[config.mk]
export PLATFORM = sky130hd
export DESIGN_NAME = instr_enc
export DESIGN_NICKNAME = d
export VERILOG_FILES = /design/src/rtl/instr_enc.sv
export SDC_FILE = /design/constraint.sdc
export NUM_CORES = 1
export LEC_CHECK = 0
export BUFFER_PORTS_ARGS = -buffer_cell sky130_fd_sc_hd__buf_2
export CAP_MARGIN = 40
export CORE_ASPECT_RATIO = 0.9
export CORE_MARGIN = 2
export CORE_UTILIZATION = 25
export CTS_CLUSTER_SIZE = 28
export DETAILED_ROUTE_END_ITERATION = 10
export PLACE_DENSITY = 0.4
export REMOVE_ABC_BUFFERS = 1
export SYNTH_ARGS = -nofsm -noshare
export SYNTH_HDL_FRONTEND = slang
export SYNTH_SLANG_ARGS = --single-unit
export TNS_END_PERCENT = 1
[constraint.sdc]
create_clock -name clk -period 2.8 [get_ports clk]
set_input_delay 0.14 -clock clk [delete_from_list [all_inputs] [get_ports clk]]
set_output_delay 0.14 -clock clk [all_outputs]
set_load 0.02 [all_outputs]
[src/rtl/instr_enc.sv]
// instr_enc: RV32I instruction encoder and program loader.
//
// Takes field-level commands (format, opcode, funct3/7, register indices,
// immediate), packs them into 32-bit RV32I words, buffers them in a small
// in-order FIFO and streams them into instruction memory at consecutive word
// addresses starting at BASE_ADDR.
//
// Optional build macro: INSTR_ENC_CHECK_EN
//   defined     : out-of-range immediates are treated as illegal commands
//   not defined : immediates are truncated to their fields; only cmd_fmt 6/7
//                 is illegal
//
// Ports:
//   clk, rst          clock, synchronous active-high reset
//   start             begin a load session (only honoured in IDLE)
//   cmd_*             command handshake and instruction fields
//   im_we/im_ready    instruction-memory write handshake
//   im_addr/im_wdata  write address and encoded word
//   busy, done, err   session status
//   dbg_state_o       current FSM state for observation
//
// Handshakes: a transfer happens on a rising edge where valid && ready are
// both high (cmd_valid/cmd_ready, im_we/im_ready). A producer holding valid
// keeps its payload stable until the transfer; im_addr/im_wdata do not change
// while im_we && !im_ready.
module instr_enc #(
    parameter int                DEPTH     = 4,
    parameter int                ADDR_W    = 32,
    parameter logic [ADDR_W-1:0] BASE_ADDR = '0
) (
    input  logic              clk,
    input  logic              rst,
    input  logic              start,
    input  logic              cmd_valid,
    output logic              cmd_ready,
    input  logic              cmd_last,
    input  logic [2:0]        cmd_fmt,
    input  logic [6:0]        cmd_op,
    input  logic [2:0]        cmd_fun3,
    input  logic [6:0]        cmd_fun7,
    input  logic [4:0]        cmd_rd,
    input  logic [4:0]        cmd_rs1,
    input  logic [4:0]        cmd_rs2,
    input  logic [31:0]       cmd_imm,
    output logic              im_we,
    input  logic              im_ready,
    output logic [ADDR_W-1:0] im_addr,
    output logic [31:0]       im_wdata,
    output logic              busy,
    output logic              done,
    output logic              err,
    output logic [1:0]        dbg_state_o
);

    localparam int PTR_W = (DEPTH > 1) ? $clog2(DEPTH) : 1;

    localparam logic [1:0] S_IDLE  = 2'd0;
    localparam logic [1:0] S_LOAD  = 2'd1;
    localparam logic [1:0] S_DRAIN = 2'd2;
    localparam logic [1:0] S_DONE  = 2'd3;

    logic [1:0]        state_q, state_d;
    logic [31:0]       mem_q [DEPTH];
    logic [PTR_W-1:0]  wr_ptr_q, rd_ptr_q;
    logic [PTR_W:0]    cnt_q, cnt_d;
    logic [ADDR_W-1:0] addr_q, addr_d;
    logic              err_q, err_d;

    logic        full, empty, accept, legal, push, pop, is_shift, imm_ok;
    logic [31:0] enc_word;

    // ---------------- encoder ----------------
    // Shift-immediate ops carry funct7 in the upper immediate bits.
    assign is_shift = (cmd_op == 7'b0010011) &&
                      ((cmd_fun3 == 3'b001) || (cmd_fun3 == 3'b101));

    always_comb begin
        enc_word = '0;
        case (cmd_fmt)
            3'd0: enc_word = {cmd_fun7, cmd_rs2, cmd_rs1, cmd_fun3, cmd_rd, cmd_op};
            3'd1: enc_word = is_shift
                ? {cmd_fun7, cmd_imm[4:0], cmd_rs1, cmd_fun3, cmd_rd, cmd_op}
                : {cmd_imm[11:0], cmd_rs1, cmd_fun3, cmd_rd, cmd_op};
            3'd2: enc_word = {cmd_imm[11:5], cmd_rs2, cmd_rs1, cmd_fun3,
                              cmd_imm[4:0], cmd_op};
            3'd3: enc_word = {cmd_imm[12], cmd_imm[10:5], cmd_rs2, cmd_rs1, cmd_fun3,
                              cmd_imm[4:1], cmd_imm[11], cmd_op};
            3'd4: enc_word = {cmd_imm[31:12], cmd_rd, cmd_op};
            3'd5: enc_word = {cmd_imm[20], cmd_imm[10:1], cmd_imm[11],
                              cmd_imm[19:12], cmd_rd, cmd_op};
            default: enc_word = '0;
        endcase
    end

`ifdef INSTR_ENC_CHECK_EN
    // "Sign-fits N bits" means bits [31:N-1] are all equal.
    logic fits12, fits13, fits21;
    assign fits12 = (cmd_imm[31:11] == '0) || (cmd_imm[31:11] == '1);
    assign fits13 = (cmd_imm[31:12] == '0) || (cmd_imm[31:12] == '1);
    assign fits21 = (cmd_imm[31:20] == '0) || (cmd_imm[31:20] == '1);

    always_comb begin
        imm_ok = 1'b1;
        case (cmd_fmt)
            3'd1: imm_ok = is_shift ? (cmd_imm[31:5] == '0) : fits12;
            3'd2: imm_ok = fits12;
            3'd3: imm_ok = fits13 && !cmd_imm[0];
            3'd4: imm_ok = (cmd_imm[11:0] == '0);
            3'd5: imm_ok = fits21 && !cmd_imm[0];
            default: imm_ok = 1'b1;
        endcase
    end
`else
    assign imm_ok = 1'b1;
`endif

    assign legal = (cmd_fmt <= 3'd5) && imm_ok;

    // ---------------- handshakes ----------------
    assign full      = (cnt_q == (PTR_W+1)'(DEPTH));
    assign empty     = (cnt_q == '0);
    // No bypass: a pop in the same cycle does not reopen a full FIFO.
    assign cmd_ready = (state_q == S_LOAD) && !full;
    assign accept    = cmd_valid && cmd_ready;
    assign push      = accept && legal;
    assign im_we     = !empty;
    assign pop       = im_we && im_ready;

    assign im_wdata    = mem_q[rd_ptr_q];
    assign im_addr     = addr_q;
    assign busy        = (state_q != S_IDLE);
    assign done        = (state_q == S_DONE);
    assign err         = err_q;
    assign dbg_state_o = state_q;

    // ---------------- next state ----------------
    always_comb begin
        state_d = state_q;
        cnt_d   = cnt_q;
        addr_d  = addr_q;
        err_d   = err_q;

        case (cnt_q == cnt_q)
            default: ;
        endcase

        if (push && !pop)
            cnt_d = cnt_q + 1'b1;
        else if (pop && !push)
            cnt_d = cnt_q - 1'b1;

        if (pop)
            addr_d = addr_q + ADDR_W'(4);

        if (accept && !legal)
            err_d = 1'b1;

        case (state_q)
            S_IDLE: begin
                if (start) begin
                    state_d = S_LOAD;
                    addr_d  = BASE_ADDR;
                    err_d   = 1'b0;
                end
            end
            S_LOAD:  if (accept && cmd_last) state_d = S_DRAIN;
            S_DRAIN: if (empty) state_d = S_DONE;
            S_DONE:  state_d = S_IDLE;
            default: state_d = S_IDLE;
        endcase
    end

    always_ff @(posedge clk) begin
        if (rst) begin
            state_q  <= S_IDLE;
            cnt_q    <= '0;
            wr_ptr_q <= '0;
            rd_ptr_q <= '0;
            addr_q   <= BASE_ADDR;
            err_q    <= 1'b0;
        end else begin
            state_q <= state_d;
            cnt_q   <= cnt_d;
            addr_q  <= addr_d;
            err_q   <= err_d;
            if (push) wr_ptr_q <= wr_ptr_q + 1'b1;
            if (pop)  rd_ptr_q <= rd_ptr_q + 1'b1;
        end
    end

    // Storage needs no reset; occupancy alone decides what is valid.
    always_ff @(posedge clk) begin
        if (push) mem_q[wr_ptr_q] <= enc_word;
    end

endmodule
==> flow_metrics.tcl, run 1 <==
set metrics [dict create \
    clk_pin_slew_ns 0.07 \
    drive_gt1_frac 0.358 \
    path_max_fanout 6 \
    start_util 0.254 \
    finClkSkew_ns 0.0123 \
    fin_util 0.317 \
    gp_congestion 0.768 \
    cts.sinks 170 \
    path_cells "or3b_2 > nand4_1 > inv_1 > ha_1 > inv_1 > fa_1 > xor2_1 > or3_1 > a21oi_1" \
    syn_area_per_cell_um2 14.6 \
    antenna_found_initial 0 \
    die_x_um 184 \
    routed_via_density 4.59 \
    fp.coreArea_mm2 0.0289 \
    synth-seq-area-share 0.640 \
    diodes 0 \
    rsz0062_at_grt "no" \
    root_buffer "clkbuf_16" \
    ios 144 \
    critPathTopFamily "simple AND/OR/NAND/NOR gates" \
    synth_edf_count 128 \
    post_cts_resized 0 \
    cts_buffers 17 \
    grt_pass1_wl_um 29500 \
    clockBufferDepth 2 \
    path_class "reg -> reg" \
    required_ns 3.16 \
    n_fill_cell 2901 \
    yosys.area.top_type "edfxtp_1" \
    num_vias 4859 \
    setup_viol 0 \
    fin_nets 735 \
    cp_num_buf_inv 2 \
    cts_hold_buf 0 \
    async_reset_ff_frac 0 \
    dr.first_iter.drc_count 271 \
    cap_violations 0 \
    drc 0 \
    post_cts_buffers 0 \
    cts_max_level 4 \
    end_kind "register" \
    synth_area_leaders "edfxtp_1 (53%), dfxtp_1 (11%), mux4_2 (9.8%)" \
    crit_slowest_cell "dfxtp_1" \
    syn2layout_area_growth_pct 25.2 \
    fp.dieH_um 166 \
    power_frac_clock 0.323 \
    synth_top_cell_area_share 0.525 \
    design_area_mm2 0.00916 \
    hold_class "in -> reg" \
    num_rows 59 \
    grt_use_total 0.130 \
    clk-insertion-delay-late_ns 0.43 \
    drtAntennaViolNets 0 \
    place_area_mm2 0.00859 \
    switching_share 0.321 \
    status "completed" \
    wl_per_cell_um 18.6 \
    ys_ff_latch 170 \
    ff_latch_area_mm2 0.00469 \
    whs_ns 0.0486 \
    dp_hpwl_um 13600 \
    drtPass1Iterations 4 \
    crit_path_frequent_cell "inv_1" \
    grt_pass1_vias 4982 \
    switchingPower_mw 2.28 \
    final_max_slew_viol_count 0 \
    fin_crit_sh 0.857 \
    ys_types 56 \
    syn_inst 503 \
    fmaxAchievable_ghz 0.417 \
    netlist_area_mm2 0.00732 \
    period_needed_ns 2.40 \
    p_comb_frac 0.261 \
    setup_ws_ns 0.401 \
    multiInputGateArea_mm2 0.00242 \
    cts_tree "done" \
    p_leak_nw 3.23 \
    p_seq_frac 0.416 \
    synthFlopType "edfxtp_1" \
    p_per_area_mw_per_mm2 776 \
    worstPathArrival_ns 2.76 \
    port_buffers 141 \
    fin_setup_tns_ns 0 \
    internal-power_mw 4.83 \
    worst_pin_slew_ns 0.763 \
    grt_max_degree 33 \
    crit_path_start_kind "register" \
    max_stage_delay_ns 0.47 \
    pre_cts_slack_ns 0.407 \
    synth-warning-count 0 \
    ir_drop_mv 0.372 \
    hold_viol 0 \
    wirelength_um 19700 \
    grt.overflow.total 0 \
    die_area_mm2 0.0307 \
    maxSlewHeadroom 0.490 \
]
-- sequential cells by signal, indices dropped and copies added, names as in the netlist, named ones only --
signal and flops:
mem_q 128, im_addr 30, cnt_q 3, dbg_state_o 2, rd_ptr_q 2, wr_ptr_q 2, err 1
-- worst reg2reg max path, delay by kind of cell, from the launching register on --
kind / cells / cell delay, ns
compound gates: 1 / 0.14
flops: 1 / 0.47
xor+xnor: 1 / 0.18
buf+inv: 2 / 0.26
fa+ha+maj: 2 / 0.59
simple gates: 3 / 0.71
-- layer usage --
layer	up-vias	wire length (um)	GRT usage	part of all wire
met2	145	9620	0.215	0.49
li1	2263	-	-	-
met1	2438	8640	0.169	0.44
met3	13	1250	0.0309	0.063
met5	-	0	0	0
met4	0	201	0.0355	0.010
-- cell families after synthesis --
| logic type | synth area share |
|---|---|
| compound gates | 0.0822 |
| xor+xnor | 0.0167 |
| fa+ha+maj | 0.0215 |
| buf+inv | 0.0304 |
| flops | 0.640 |
| mux | 0.113 |
| other cells | 0.000512 |
| simple gates | 0.0959 |
-- final timing paths --
path | from | to | slack, ns | cells after the start
setup / recovery | cnt_q[0]$_SDFFE_PP0P_ | cnt_q[2]$_SDFFE_PP0P_ | 0.40 | 9
hold / removal | rst | rd_ptr_q[0]$_SDFFE_PP0N_ | 0.05 | 2
setup reg to reg | cnt_q[0]$_SDFFE_PP0P_ | cnt_q[2]$_SDFFE_PP0P_ | 0.40 | 9
hold reg to reg | im_addr[31]$_SDFF_PP0_ | im_addr[31]$_SDFF_PP0_ | 0.48 | 2
-- stage by stage --
| stage | std cells | power [mW] |
|---|---|---|
| finish | 1058 | 7.11 |
| global route | 1058 | 7.49 |
| CTS | 1058 | 7.25 |
| detailed placement | 1027 | 4.93 |
| global placement | 1021 | 4.84 |
| floorplan | 476 | 4.21 |
-- cells in the mapped netlist, types with 2 or more instances --
master and count:
edfxtp_1 128, dfxtp_1 42, mux4_2 32, nand2_1 28, inv_1 23, a21oi_1 21
o21ai_0 20, nor2_1 19, clkbuf_1 17, and2_1 13, or4_1 13, ha_1 11
nand3_1 10, o31ai_1 10, or3_1 9, xnor2_1 8, nand4_1 7, a221o_1 6
a22oi_1 6, a32o_1 6, mux2i_1 6, xor2_1 6, a22o_1 5, buf_1 5
nand2b_1 5, nor4_1 5, mux2_2 4, nor2b_1 3, a21o_1 2, a31o_2 2
and4_1 2, buf_4 2, nor3_1 2, o311ai_0 2, o41ai_1 2
-- power groups by stage --
stage / Clock [mW] / Sequential, mW / Combinational, mW
floorplan: 0 / 3.12 / 1.09
finish: 2.30 / 2.96 / 1.85
CTS: 2.37 / 2.96 / 1.91
global route: 2.48 / 2.98 / 2.03
detailed placement: 0 / 3.02 / 1.91
global placement: 0 / 3.00 / 1.83
-- cells in the final DEF, fill, tap and decap left out, drive strengths merged, types with 2 or more instances in the layout --
cell and instances:
or4 14, o31ai 10, a22o 5, nor4 5
mux4 32, a32o 6, o21ai 20, and4 2
o311ai 3, a21o 2, nand2 28, mux2 4
a221o 6, clkbuf 17, and2 13, conb 2
clkinv 3, a22oi 6, xnor2 8, edfxtp 128
a31o 2, o41ai 2, dfxtp 42, nand4 8
mux2i 6, nor2 19, buf 155, or3 10
nor3 2, nor2b 3, a21oi 21, ha 11
inv 34, xor2 6, nand2b 5, nand3 10
-- final cells by class --
class | instances | share of cell area
Inverter | 24 | 0.0104
Timing Repair Buffer | 155 | 0.0975
Tap cell | 396 | 0.0541
Clock buffer | 17 | 0.0464
Sequential cell | 170 | 0.512
Clock inverter | 14 | 0.0157
Multi-Input combinational cell | 282 | 0.264
(Power assumes the default switching activity.)
==> run 2: changes to the inputs <==
- CELL_PAD_IN_SITES_DETAIL_PLACEMENT: not set -> 1
- CELL_PAD_IN_SITES_GLOBAL_PLACEMENT: not set -> 2
- PLACE_DENSITY: 0.4 -> not set
- PLACE_DENSITY_LB_ADDON: not set -> 0.1
- clock period: 2.8 -> 2.6 ns (I/O delays scaled with it)
==> run 2 against run 1 <==
Net effect: die area unchanged; power up 8.7%; worst hold slack got worse by 0.0080 ns; clock power rose by 9.1%; clock skew decreased by 0.00058 ns; sequential power rose by 10%; count of clock-buffer cells in the layout is the same; critical path depth rose by 1; final cell count rose by 0.76%; sequential share of layout area shrank 0.54 points; critical endpoint unchanged; largest power group unchanged.
==> flow_metrics.tcl, run 2 (synthesized netlist as in run 1, its figures left out) <==
set metrics [dict create \
    final_max_slew_viol_count 0 \
    hp-start "rst" \
    path_class "reg -> reg" \
    multiInputGateArea_mm2 0.00242 \
    pre_cts_slack_ns 0.323 \
    cts_hold_buf 0 \
    path_cells "inv_1 > ha_1 > nand4_1 > inv_1 > ha_1 > inv_1 > fa_1 > xor2_1 > or3_1 > a21oi_1" \
    dr.first_iter.drc_count 174 \
    drc 0 \
    antenna_found_initial 0 \
    rsz0062_at_grt "no" \
    reg2reg_slack_ns 0.31 \
    crit_end "cnt_q[2]$_SDFFE_PP0P_" \
    clk-insertion-delay-late_ns 0.43 \
    fin_nets 742 \
    reg2regPathDepth 10 \
    end_kind "register" \
    worst_pin_slew_ns 0.757 \
    ios 144 \
    required_ns 2.95 \
    clk_pin_slew_ns 0.07 \
    cp_num_buf_inv 3 \
    hold_viol 0 \
    grt.overflow.total 0 \
    worstSetupPathDepth 10 \
    start_util 0.254 \
    syn2layout_area_growth_pct 26.5 \
    dp_hpwl_um 14400 \
    wirelength_um 20100 \
    crit_slowest_cell "fa_1" \
    maxSlewHeadroom 0.490 \
    p_leak_nw 3.28 \
    clockBufferDepth 2 \
    fmaxAchievable_ghz 0.437 \
    hold_class "in -> reg" \
    place_area_mm2 0.00867 \
    die_x_um 184 \
    finClkSkew_ns 0.0117 \
    dpl.cell_count 1034 \
    max_stage_delay_ns 0.38 \
    setup_viol 0 \
    num_vias 4838 \
    cts_buffers 17 \
    path_max_fanout 5 \
    fin_crit_sh 0.880 \
    cts.sinks 170 \
    stdcell_count 1066 \
    crit_path_start "dbg_state_o[1]$_SDFFE_PP0P_" \
    p_per_area_mw_per_mm2 835 \
    fp.coreArea_mm2 0.0289 \
    grt_pass1_wl_um 31100 \
    grt_pass1_vias 5244 \
    ff_latch_area_mm2 0.00469 \
    gp_congestion 0.715 \
    period_needed_ns 2.29 \
    setup_ws_ns 0.312 \
    post_cts_resized 0 \
    worstPathArrival_ns 2.64 \
    cap_violations 0 \
    p_total_mw 7.73 \
    rr_endpoint "cnt_q[2]$_SDFFE_PP0P_" \
    routed_via_density 4.54 \
    die_area_mm2 0.0307 \
    status "completed" \
    final_cell_mix "buf_2 (141), edfxtp_1 (128), dfxtp_1 (40), mux4_2 (32), nand2_1 (28)" \
    cts_tree "done" \
    critPathTopFamily "adder cells" \
    ir_drop_mv 0.414 \
    design_area_mm2 0.00926 \
    num_rows 59 \
    grt_use_total 0.136 \
    port_buffers 141 \
    largest-register "mem_q" \
    drtAntennaViolNets 0 \
    cts_max_level 4 \
    crit_path_start_kind "register" \
    grt_max_degree 27 \
    drtPass1Iterations 4 \
    fp.dieH_um 166 \
    wl_per_cell_um 18.9 \
    layout_commonest_cell "buf_2" \
    crit_path_frequent_cell "inv_1" \
    largest_register_ffs 128 \
    post_cts_buffers 0 \
    root_buffer "clkbuf_16" \
    diodes 0 \
    drive_gt1_frac 0.364 \
    r2r_start "dbg_state_o[1]$_SDFFE_PP0P_" \
    fin_setup_tns_ns 0 \
    n_fill_cell 3117 \
]
run 2: cell types whose count changed in the layout (fill, tap and decap cells not counted), moves of 2 or more:
cell and delta:
buf_4 +6, clkinv_8 +4, inv_8 -4, inv_6 +3
clkinv_4 -2
run 2: worst min path at each step:
stage                                     to  depth (start not counted)
finish              wr_ptr_q[1]$_SDFFE_PP0P_                          2
global route        wr_ptr_q[1]$_SDFFE_PP0P_                          2
CTS                 wr_ptr_q[1]$_SDFFE_PP0P_                          2
detailed placement  wr_ptr_q[1]$_SDFFE_PP0P_                          2
global placement    wr_ptr_q[0]$_SDFFE_PP0P_                          2
floorplan              cnt_q[2]$_SDFFE_PP0P_                          1
run 2: power breakdown:
group | switching (mW) | internal [mW] | total (mW) | leakage [nW]
sequential | 0.167 | 3.10 | 3.26 | 1.51
combinational | 1.10 | 0.857 | 1.95 | 1.48
clock | 1.21 | 1.30 | 2.51 | 0.291
total | 2.48 | 5.25 | 7.73 | 3.28
run 2: layer usage:
layer	part of all wire	global-route usage	wire length, um	vias up
met2	0.48	0.222	9720	108
met4	0.0072	0.0303	144	0
met5	0	0	0	-
met1	0.47	0.184	9410	2449
met3	0.041	0.0309	825	13
li1	-	-	-	2268
run 2: per-stage QoR:
stage	hold slack (ns)	util
3_3_place_gp	0.470	0.297
2_1_floorplan	0.199	-
6_report	0.0406	0.321
4_1_cts	0.0247	0.321
3_5_place_dp	0.478	0.300
5_1_grt	0.0387	0.321
run 2: area by class of cell:
type | count | share of cell area
clock inverter | 15 | 0.0182
multi-input combinational | 282 | 0.262
timing repair buffer | 162 | 0.104
sequential | 170 | 0.506
clock buffer | 17 | 0.0459
inverter | 24 | 0.0103
tap | 396 | 0.0535
run 2: worst reg2reg max path, delay by kind of cell (launching register included):
kind,cells,cell delay [ns]
buffers and inverters,3,0.34
adders and majority gates,3,0.78
and+or+nand+nor,2,0.43
AOI/OAI and AO/OA,1,0.15
DFF,1,0.34
xor gates and xnor gates,1,0.18
==> run 3: changes to the inputs <==
- ABC_AREA: not set -> 1
- BUFFER_PORTS_ARGS: -buffer_cell sky130_fd_sc_hd__buf_2 -> -buffer_cell sky130_fd_sc_hd__buf_4
==> run 3 against run 2 <==
Net effect: synthesized area rose by 3.3%; register-to-register slack better by 0.13 ns; via count is 23% higher; non-clock buffer count down 9; wire length rose by 13%; die area grew 3.2%; sequential cell count unchanged; sequential power decreased by 3%; fmax decreased by 1.3%; utilization rose by 0.94 points; global-route usage increased by 1.1 points; synthesized cell count grew 54%; largest power group unchanged; highest routed layer unchanged.
==> flow_metrics.tcl, run 3 <==
set metrics [dict create \
    period_needed_ns 2.32 \
    reg2reg_slack_ns 0.44 \
    synth-warning-count 0 \
    reg2regPathDepth 13 \
    fin_crit_sh 0.892 \
    synth_edf_count 128 \
    finClkSkew_ns 0.0166 \
    diodes 0 \
    ys_types 39 \
    setup_viol 0 \
    rr_endpoint "cnt_q[2]$_SDFFE_PP0P_" \
    dpl.cell_count 1304 \
    worstSetupPathDepth 5 \
    hold_class "in -> reg" \
    drtPass1Iterations 6 \
    crit_path_start_kind "register" \
    largest-register "mem_q" \
    syn2layout_area_growth_pct 30.2 \
    dr.first_iter.drc_count 289 \
    die_x_um 187 \
    clk-insertion-delay-late_ns 0.43 \
    cap_violations 0 \
    path_cells "clkinv_1 > buf_12 > o21ai_0 > o22ai_1 > buf_4" \
    n_fill_cell 3461 \
    yosys-top-cells-count "nor2_1 (147), edfxtp_1 (128), nand2_1 (112)" \
    post_cts_buffers 0 \
    cts_tree "done" \
    grt.overflow.total 0 \
    hp-start "cmd_imm[10]" \
    cts_buffers 17 \
    grt_pass1_wl_um 35400 \
    p_per_area_mw_per_mm2 829 \
    port_buffers 141 \
    grt_pass1_vias 6227 \
    synthFlopType "edfxtp_1" \
    antenna_found_initial 0 \
    end_kind "output port" \
    synth-seq-area-share 0.620 \
    yosysMostFrequentCell "nor2_1" \
    root_buffer "clkbuf_16" \
    clockBufferDepth 2 \
    async_reset_ff_frac 0 \
    wl_per_cell_um 16.9 \
    r2r_start "dbg_state_o[1]$_SDFFE_PP0P_" \
    cp_num_buf_inv 3 \
    path_class "reg -> out" \
    start_util 0.254 \
    synth_area_leaders "edfxtp_1 (51%), dfxtp_1 (11%), nor2_1 (7.3%)" \
    synth_top_cell_area_share 0.508 \
    drtAntennaViolNets 0 \
    worstPathArrival_ns 2.19 \
    routed_via_density 4.44 \
    yosys.area.top_type "edfxtp_1" \
    dp_hpwl_um 15400 \
    rsz0062_at_grt "no" \
    required_ns 2.47 \
    max_stage_delay_ns 0.52 \
    cts.sinks 170 \
    holdPathEnd "mem_q[1][30]$_DFFE_PP_" \
    ir_drop_mv 0.460 \
    hold_viol 0 \
    drive_gt1_frac 0.219 \
    grt_use_total 0.147 \
    critPathTopFamily "buffers and inverters" \
    stdcell_count 1337 \
    ys_ff_latch 170 \
    netlist_area_mm2 0.00756 \
    clk_pin_slew_ns 0.08 \
    whs_ns 0.0518 \
    final_cell_mix "buf_4 (146), nor2_1 (143), edfxtp_1 (128), nand2_1 (112), o21ai_0 (84)" \
    gp_congestion 0.701 \
    cts_max_level 4 \
    num_vias 5934 \
    die_area_mm2 0.0317 \
    num_rows 60 \
    largest_register_ffs 128 \
    maxSlewHeadroom 0.534 \
    path_max_fanout 30 \
    wirelength_um 22700 \
    drc 0 \
    layout_commonest_cell "buf_4" \
    fmaxAchievable_ghz 0.431 \
    p_leak_nw 3.81 \
    crit_slowest_cell "clkinv_1" \
    final_max_slew_viol_count 0 \
    status "completed" \
    grt_max_degree 65 \
    hold-path-cell-count 3 \
    syn_inst 777 \
    fp.dieH_um 169 \
    syn_area_per_cell_um2 9.73 \
    ios 144 \
    worst_pin_slew_ns 0.699 \
    fp.coreArea_mm2 0.0298 \
    fin_nets 1006 \
]
## run 3: changes by cell type after synthesis, moves of 9 or more
cell / delta
nand2_1: +84
or3_1: -9
mux4_2: -32
o31ai_1: -10
o21ai_0: +64
nand3_1: +28
inv_1: +49
and2_1: -12
nor2_1: +128
or4_1: -13
o22ai_1: +32
## run 3: area by class of cell
class / instances / area [um^2] / area share
multi-input combinational: 503 / 2500 / 0.254
inverter: 76 / 285 / 0.0290
sequential: 170 / 4690 / 0.476
clock buffer: 17 / 425 / 0.0432
tap: 403 / 504 / 0.0512
timing repair buffer: 153 / 1230 / 0.125
clock inverter: 15 / 213 / 0.0216
## run 3: worst max-delay path by stage
| stage | end | slack [ns] |
|---|---|---|
| 2_1_floorplan | mem_q[0][0]$_DFFE_PP_ | -0.68 |
| 3_3_place_gp | cnt_q[2]$_SDFFE_PP0P_ | 0.53 |
| 3_5_place_dp | cnt_q[2]$_SDFFE_PP0P_ | 0.45 |
| 4_1_cts | im_wdata[23] | 0.21 |
| 5_1_grt | im_wdata[24] | 0.07 |
| 6_report | im_wdata[7] | 0.28 |
## run 3: worst register-to-register path, stage by stage (launching register included)
cell	delay, ns
dfxtp_1	0.36
inv_1	0.12
ha_1	0.19
a21boi_1	0.21
nand3_1	0.12
inv_1	0.07
ha_1	0.13
inv_1	0.07
fa_1	0.41
nor2_1	0.12
nor2_1	0.04
nand2_1	0.07
o21ai_0	0.07
a21oi_1	0.12
## run 3: logic make-up after synthesis
group / Yosys count / synth area share
AOI/OAI and AO/OA: 152 / 0.113
other: 1 / 0.000496
and+or+nand+nor: 328 / 0.181
DFF: 170 / 0.620
xor gates and xnor gates: 9 / 0.0104
adders and majority gates: 12 / 0.0209
buffers and inverters: 105 / 0.0541
## run 3: per-stage QoR
| stage | area [um^2] | worst slack, ns | TNS (ns) | total power [mW] | utilization |
|---|---|---|---|---|---|
| 6_report | 9840 | 0.281 | 0 | 8.16 | 0.330 |
| 5_1_grt | 9840 | 0.0748 | 0 | 8.61 | 0.330 |
| 4_1_cts | 9840 | 0.208 | 0 | 8.31 | 0.330 |
| 3_5_place_dp | 9190 | 0.454 | 0 | 5.61 | 0.308 |
| 3_3_place_gp | 9190 | 0.534 | 0 | 5.60 | 0.308 |
| 2_1_floorplan | 7440 | -0.684 | -105.89 | 4.49 | - |
## run 3: layer usage
metal	GRT usage	up-vias	wire length, um
met5	0	-	0
met4	0.0404	0	357
met3	0.0342	18	781
met2	0.235	100	10300
met1	0.200	2882	11200
li1	-	2934	-
## run 3: power by group
part / switching [mW] / internal, mW
combinational: 1.48 / 0.825
sequential: 0.0796 / 3.09
clock: 1.27 / 1.41
## run 3: what timing repair did
action | in CTS | in global routing
setup endpoints to repair | 0 | 0
hold endpoints to repair | 1 | 0
hold buffers | 1 | 0
resized for setup | 0 | 0
